==> config.mk <==
export PLATFORM = sky130hd
export DESIGN_NAME = led_blinker_bank_flat
export DESIGN_NICKNAME = d
export VERILOG_FILES = /design/src/rtl/led_blinker_bank_if.sv /design/src/rtl/led_blinker_bank.sv /design/src/flat_wrapper.sv
export SDC_FILE = /design/constraint.sdc
export NUM_CORES = 1
export LEC_CHECK = 0
export ABC_AREA = 1
export ABC_CLOCK_PERIOD_IN_PS = 19200
export CORE_ASPECT_RATIO = 1.1
export CORE_MARGIN = 2
export CORE_UTILIZATION = 35
export DETAILED_ROUTE_END_ITERATION = 7
export MAX_ROUTING_LAYER = met4
export REMOVE_ABC_BUFFERS = 1
export SYNTH_ARGS = -nofsm -noshare
export SYNTH_HDL_FRONTEND = slang
export SYNTH_SLANG_ARGS = --single-unit
export TNS_END_PERCENT = 50
==> constraint.sdc <==
create_clock -name clk -period 19.2 [get_ports clk]
set_input_delay 5.76 -clock clk [delete_from_list [all_inputs] [get_ports clk]]
set_output_delay 5.76 -clock clk [all_outputs]
set_load 0.1 [all_outputs]
==> src/rtl/led_blinker_bank_if.sv <==
// ----------------------------------------------------------------------------
// led_blinker_bank_if
//   Configuration write port for led_blinker_bank. The controller drives it
//   through the master modport, and the blinker bank receives it through the
//   slave modport.
//
//   cfg_we     1      config write strobe, one cycle
//   cfg_ch     CHW    target channel; indices >= NCH are ignored by the bank
//   cfg_mode   2      0=OFF 1=ON 2=BLINK 3=BURST
//   cfg_half   HW     half-period in ticks (0 treated as 1)
//   cfg_burst  BW     number of high pulses in BURST mode
// ----------------------------------------------------------------------------
interface led_blinker_bank_if #(
    parameter int NCH = 8,
    parameter int HW  = 16,
    parameter int BW  = 4
);
    // The channel index has room for at least one out-of-range code, so a
    // bad index reaches the bank and is dropped there. It is not silently
    // truncated onto a real channel.
    localparam int CHW = $clog2(NCH + 1);

    logic           cfg_we;
    logic [CHW-1:0] cfg_ch;
    logic [1:0]     cfg_mode;
    logic [HW-1:0]  cfg_half;
    logic [BW-1:0]  cfg_burst;

    modport master (
        output cfg_we,
        output cfg_ch,
        output cfg_mode,
        output cfg_half,
        output cfg_burst
    );

    modport slave (
        input cfg_we,
        input cfg_ch,
        input cfg_mode,
        input cfg_half,
        input cfg_burst
    );
endinterface

==> src/rtl/led_blinker_bank.sv <==
// ----------------------------------------------------------------------------
// led_blinker_bank
//   Multi-channel LED blinker. A shared prescaler produces a slow tick. Each
//   channel runs independently in one of four modes: OFF, ON, BLINK
//   (free-running) or BURST (N high pulses, then OFF with a one-cycle done
//   pulse).
//
//   clk    in   1      system clock
//   rst    in   1      asynchronous, active-high reset
//   cfg    slave       configuration write port (led_blinker_bank_if)
//   led    out  NCH    LED drive, registered
//   busy   out  NCH    channel is in BLINK or BURST
//   done   out  NCH    one-cycle pulse when a BURST completes
// ----------------------------------------------------------------------------
module led_blinker_bank #(
    parameter int CLK_HZ  = 50_000_000,
    parameter int TICK_HZ = 1000,
    parameter int NCH     = 8,
    parameter int HW      = 16,
    parameter int BW      = 4
) (
    input  logic                     clk,
    input  logic                     rst,
    led_blinker_bank_if.slave        cfg,
    output logic [NCH-1:0]           led,
    output logic [NCH-1:0]           busy,
    output logic [NCH-1:0]           done
);
    localparam int TICK_DIV = CLK_HZ / TICK_HZ;
    localparam int PW       = (TICK_DIV > 1) ? $clog2(TICK_DIV) : 1;
    localparam int CHW      = $clog2(NCH + 1);

    typedef enum logic [1:0] {
        MODE_OFF   = 2'd0,
        MODE_ON    = 2'd1,
        MODE_BLINK = 2'd2,
        MODE_BURST = 2'd3
    } mode_t;

    // ------------------------------------------------------------------
    // Shared prescaler. It is free-running and is not restarted by config writes.
    // ------------------------------------------------------------------
    logic [PW-1:0] pre_q;
    logic          tick;

    assign tick = (pre_q == PW'(TICK_DIV - 1));

    always_ff @(posedge clk or posedge rst) begin
        if (rst) begin
            pre_q <= '0;
        end else if (tick) begin
            pre_q <= '0;
        end else begin
            pre_q <= pre_q + 1'b1;
        end
    end

    // ------------------------------------------------------------------
    // Per-channel state
    // ------------------------------------------------------------------
    mode_t          mode_q  [NCH];
    mode_t          mode_d  [NCH];
    logic [HW-1:0]  half_q  [NCH];
    logic [HW-1:0]  half_d  [NCH];
    logic [HW-1:0]  cnt_q   [NCH];
    logic [HW-1:0]  cnt_d   [NCH];
    logic [BW-1:0]  burst_q [NCH];
    logic [BW-1:0]  burst_d [NCH];
    logic [NCH-1:0] led_q;
    logic [NCH-1:0] led_d;
    logic [NCH-1:0] done_q;
    logic [NCH-1:0] done_d;

    always_ff @(posedge clk or posedge rst) begin
        if (rst) begin
            for (int unsigned i = 0; i < NCH; i++) begin
                mode_q[i]  <= MODE_OFF;
                half_q[i]  <= HW'(1);
                cnt_q[i]   <= '0;
                burst_q[i] <= '0;
            end
            led_q  <= '0;
            done_q <= '0;
        end else begin
            mode_q  <= mode_d;
            half_q  <= half_d;
            cnt_q   <= cnt_d;
            burst_q <= burst_d;
            led_q   <= led_d;
            done_q  <= done_d;
        end
    end

    // Next-state logic. A write to a channel takes priority over that
    // channel's tick in the same cycle, so the tick is dropped and the
    // phase restarts from cnt=0. done defaults low, which makes it a
    // single-cycle pulse and also clears it on any write.
    always_comb begin
        mode_d  = mode_q;
        half_d  = half_q;
        cnt_d   = cnt_q;
        burst_d = burst_q;
        led_d   = led_q;
        done_d  = '0;

        for (int unsigned i = 0; i < NCH; i++) begin
            if (cfg.cfg_we && (cfg.cfg_ch == CHW'(i))) begin
                mode_d[i]  = mode_t'(cfg.cfg_mode);
                half_d[i]  = (cfg.cfg_half == '0) ? HW'(1) : cfg.cfg_half;
                cnt_d[i]   = '0;
                burst_d[i] = cfg.cfg_burst;
                unique case (mode_t'(cfg.cfg_mode))
                    MODE_OFF:   led_d[i] = 1'b0;
                    MODE_ON:    led_d[i] = 1'b1;
                    MODE_BLINK: led_d[i] = 1'b1;
                    MODE_BURST: begin
                        if (cfg.cfg_burst != '0) begin
                            led_d[i] = 1'b1;
                        end else begin
                            // An empty burst degenerates to OFF with no done pulse.
                            mode_d[i] = MODE_OFF;
                            led_d[i]  = 1'b0;
                        end
                    end
                endcase
            end else if (tick && (mode_q[i] == MODE_BLINK || mode_q[i] == MODE_BURST)) begin
                if (cnt_q[i] == half_q[i] - HW'(1)) begin
                    cnt_d[i] = '0;
                    led_d[i] = ~led_q[i];
                    // Each pulse is counted on its falling edge. The last
                    // pulse leaves the LED low and sets the channel to OFF.
                    if (mode_q[i] == MODE_BURST && led_q[i]) begin
                        burst_d[i] = burst_q[i] - BW'(1);
                        if (burst_q[i] == BW'(1)) begin
                            mode_d[i] = MODE_OFF;
                            done_d[i] = 1'b1;
                        end
                    end
                end else begin
                    cnt_d[i] = cnt_q[i] + HW'(1);
                end
            end
        end
    end

    // ------------------------------------------------------------------
    // Outputs
    // ------------------------------------------------------------------
    always_comb begin
        busy = '0;
        for (int unsigned i = 0; i < NCH; i++) begin
            busy[i] = (mode_q[i] == MODE_BLINK) || (mode_q[i] == MODE_BURST);
        end
    end

    assign led  = led_q;
    assign done = done_q;

endmodule

==> src/flat_wrapper.sv <==
// flat-port wrapper written by rule: the top's interface ports become plain ports
module led_blinker_bank_flat 
#(
    parameter int CLK_HZ  = 50_000_000,
    parameter int TICK_HZ = 1000,
    parameter int NCH     = 8,
    parameter int HW      = 16,
    parameter int BW      = 4
)
  (clk, rst, led, busy, done, cfg_cfg_we, cfg_cfg_ch, cfg_cfg_mode, cfg_cfg_half, cfg_cfg_burst);
  led_blinker_bank_if #(.NCH(NCH), .HW(HW), .BW(BW)) cfg_i ();
  input  logic clk;
  input  logic rst;
  output logic [NCH-1:0] led;
  output logic [NCH-1:0] busy;
  output logic [NCH-1:0] done;
  input wire logic [$bits(cfg_i.cfg_we)-1:0] cfg_cfg_we;
  input wire logic [$bits(cfg_i.cfg_ch)-1:0] cfg_cfg_ch;
  input wire logic [$bits(cfg_i.cfg_mode)-1:0] cfg_cfg_mode;
  input wire logic [$bits(cfg_i.cfg_half)-1:0] cfg_cfg_half;
  input wire logic [$bits(cfg_i.cfg_burst)-1:0] cfg_cfg_burst;
  assign cfg_i.cfg_we = cfg_cfg_we;
  assign cfg_i.cfg_ch = cfg_cfg_ch;
  assign cfg_i.cfg_mode = cfg_cfg_mode;
  assign cfg_i.cfg_half = cfg_cfg_half;
  assign cfg_i.cfg_burst = cfg_cfg_burst;
  led_blinker_bank #(.CLK_HZ(CLK_HZ), .TICK_HZ(TICK_HZ), .NCH(NCH), .HW(HW), .BW(BW)) u_core (.clk(clk), .rst(rst), .cfg(cfg_i), .led(led), .busy(busy), .done(done));
endmodule
==> results.json <==
{
  "status": "finished clean",
  "synth_edf_count": 0,
  "cts.repair.resized": 0,
  "wl_per_cell_um": 15.06,
  "start_util_pct": 35.47,
  "h-tree-depth": 2,
  "post-route-period-util_pct": 45.89,
  "crit_type": "input pin to register",
  "clock_sinks": 336,
  "hold_buffers": 0,
  "synth_top_area_cell": "dfrtp_1",
  "synth-seq-cells": 336,
  "period_minus_slack_ps": 8811,
  "drv_slew": 0,
  "post_dp_cell_area_mm2": 0.02351,
  "synth.most_common_cell": "nand2_1",
  "slew-limit-headroom_pct": 28.50,
  "ys.flop_type": "dfrtp_1",
  "vias_per_cell": 4.857,
  "synthCells": 3174,
  "clockBufferDepth": 3,
  "grt_usage_pct": 19.41,
  "die_area_mm2": 0.06545,
  "setup_violations": 0,
  "p_leak_nw": 11.92,
  "dp_hpwl_um": 43500,
  "tns_ps": 0,
  "path_max_fanout": 33,
  "grt_pass1_wl_um": 99630,
  "reg2reg_from": "u_core.pre_q[0]",
  "synth_cell_type_count": 52,
  "vias": 19700,
  "ir_worst_vdd_mv": 0.05838,
  "synthTopCellsByArea": "dfrtp_1 37%, nand2_1 16%, xor2_1 6.6%",
  "ant_nets": 0,
  "hold_path_class": "register to register",
  "core_mm2": 0.06258,
  "postCtsSetupRepairBufs": 0,
  "synth.avg_cell_area_um2": 6.993,
  "clock_skew_ps": 19.11,
  "crit_arrival_ps": 9300,
  "grt_start_max_net_pins": 89,
  "drc": 0,
  "crit_path_end_kind": "register",
  "reg2reg_to": "u_core.burst_q[3]",
  "cp_data_required_time_ps": 19690,
  "rows": 96,
  "grt_antenna_before_repair": 2,
  "power.density_mw_per_mm2": 89.95,
  "num_io_pins": 53,
  "synthesis.area_mm2": 0.02220,
  "worst_r2r_path_depth": 12,
  "area_delta_synth_final_pct": 12.03,
  "yosysSeqAreaShare_pct": 37.93,
  "cts_buffers": 40,
  "synth_top_area_share_pct": 36.98,
  "drt_iter0_markers": 1248,
  "cts_tree": "yes",
  "detail_route.wirelength_um": 61100,
  "nets": 3258,
  "dieWidth_um": 244.1,
  "tightest_slew_ps": 1069,
  "grt_pass1_vias": 18740,
  "ys_top_cells_by_count": "958 x nand2_1, 376 x inv_1, 328 x dfrtp_1",
  "reg2reg_slack_ps": 16010,
  "maxCapViolCount": 0,
  "clock.fmax_mhz": 113.5,
  "final_core_util_pct": 39.74,
  "synth_warnings": 0,
  "ys_async_sr_fraction_pct": 100.0,
  "portBuffers": 52,
  "n_antenna_cell": 0,
  "dieHeight_um": 268.1,
  "fin_area_mm2": 0.02487,
  "total_power_mw": 2.237,
  "drive_gt1_share_pct": 6.079,
  "crit_path_end": "u_core.cnt_q[123]",
  "cp-startpoint": "cfg_cfg_ch[3]",
  "first_pass_iters": 6,
  "rsz0062_at_grt": "no",
  "hold-worst-slack_ps": 473.2,
  "overflow": 0,
  "worstSkewPairLatency_ps": 570,
  "critPathLaunchType": "input pin",
  "clk_pin_slew_ps": 60,
  "hold_viol": 0,
  "cts_root_buf": "clkbuf_16",
  "gp_congestion": 0.9094
}
[how the worst min path moves through the flow]
stage,startpoint,to,slack (ps),cells past startpoint
after CTS,u_core.burst_q[21],u_core.burst_q[21],470,2
after detailed placement,u_core.burst_q[21],u_core.burst_q[21],460,2
after global routing,u_core.burst_q[23],u_core.burst_q[23],490,2
final,u_core.burst_q[11],u_core.burst_q[11],470,2
after global placement,u_core.burst_q[9],u_core.burst_q[9],460,2
after floorplan,u_core.pre_q[0],u_core.pre_q[0],430,1
[final cells by class]
cell class / count / area (um2)
clock buffers: 51 / 1115
clock inverters: 21 / 240.2
fillers: 6510 / 37710
inverters: 388 / 1465
multi-input cells: 2354 / 11900
flip-flops and latches: 336 / 8418
well taps: 833 / 1042
repair buffers: 74 / 685.7
[worst max-delay path, stage by stage]
cell and delay (ps):
clkdlybuf4s50_1 410, nand3b_1 350, nor2_2 820, inv_1 730
nand2_2 660, inv_1 210, o21ai_1 170, nand2_1 60
a21oi_1 110
[cells by family (layout without fill, tap and decap cells)]
kind of cell,Yosys count,in the layout,synth area share [%]
AND/OR/NAND/NOR,1770,1770,34.79
buffers and inverters,484,534,8.546
flip-flops,336,336,37.93
AO/OA/AOI/OAI,316,316,7.503
XOR/XNOR,232,232,9.216
adder cells (fa/ha/maj),35,35,1.973
multiplexers,1,1,0.04510
[stage by stage]
step                      setup WS (ps)  std cells
after CTS                         10410       4057
after detailed placement           9795       3985
final                             10390       4057
after global routing              10050       4057
after floorplan                    4143       3078
after global placement             9865       3985
[sequential cells by signal, indices dropped and copies added (netlist names)]
register / cells
u_core.half_q: 128
u_core.led: 8
u_core.pre_q: 16
u_core.cnt_q: 128
u_core.done: 8
u_core.mode_q: 16
u_core.burst_q: 32
[where the power goes]
group          internal [mW]  switching, mW  leakage [nW]
registers              0.791         0.0986          4.26
clock network          0.468          0.324         0.655
logic                  0.196          0.359          7.00
total                   1.46          0.781          11.9
[per-layer routing]
metal | vias to the layer above | track usage (%) | part of all wire (%)
met2 | 343 | 31.54 | 46
met3 | 97 | 1.997 | 3.6
met4 | 0 | 5.916 | 2.8
li1 | 10110 | - | -
met1 | 9157 | 25.60 | 47
met5 | - | - | 0
[cell usage in the layout, fill, tap and decap left out, types with 14 or more instances in the layout]
cell type and instances:
dfrtp_1 328, nor2_1 318, inv_1 375, nor3_1 39, o21ai_0 205, nand3b_1 27, ha_1 35, clkbuf_16 42
nand2_2 14, o21ai_1 23, a21oi_1 45, xnor2_1 65, buf_4 22, clkdlybuf4s50_1 52, nand2_1 958, nand3_1 212
xor2_1 166, nor2_2 30, nand4_1 104, o22ai_1 26
No activity file was read; power rests on OpenSTA's default activity.
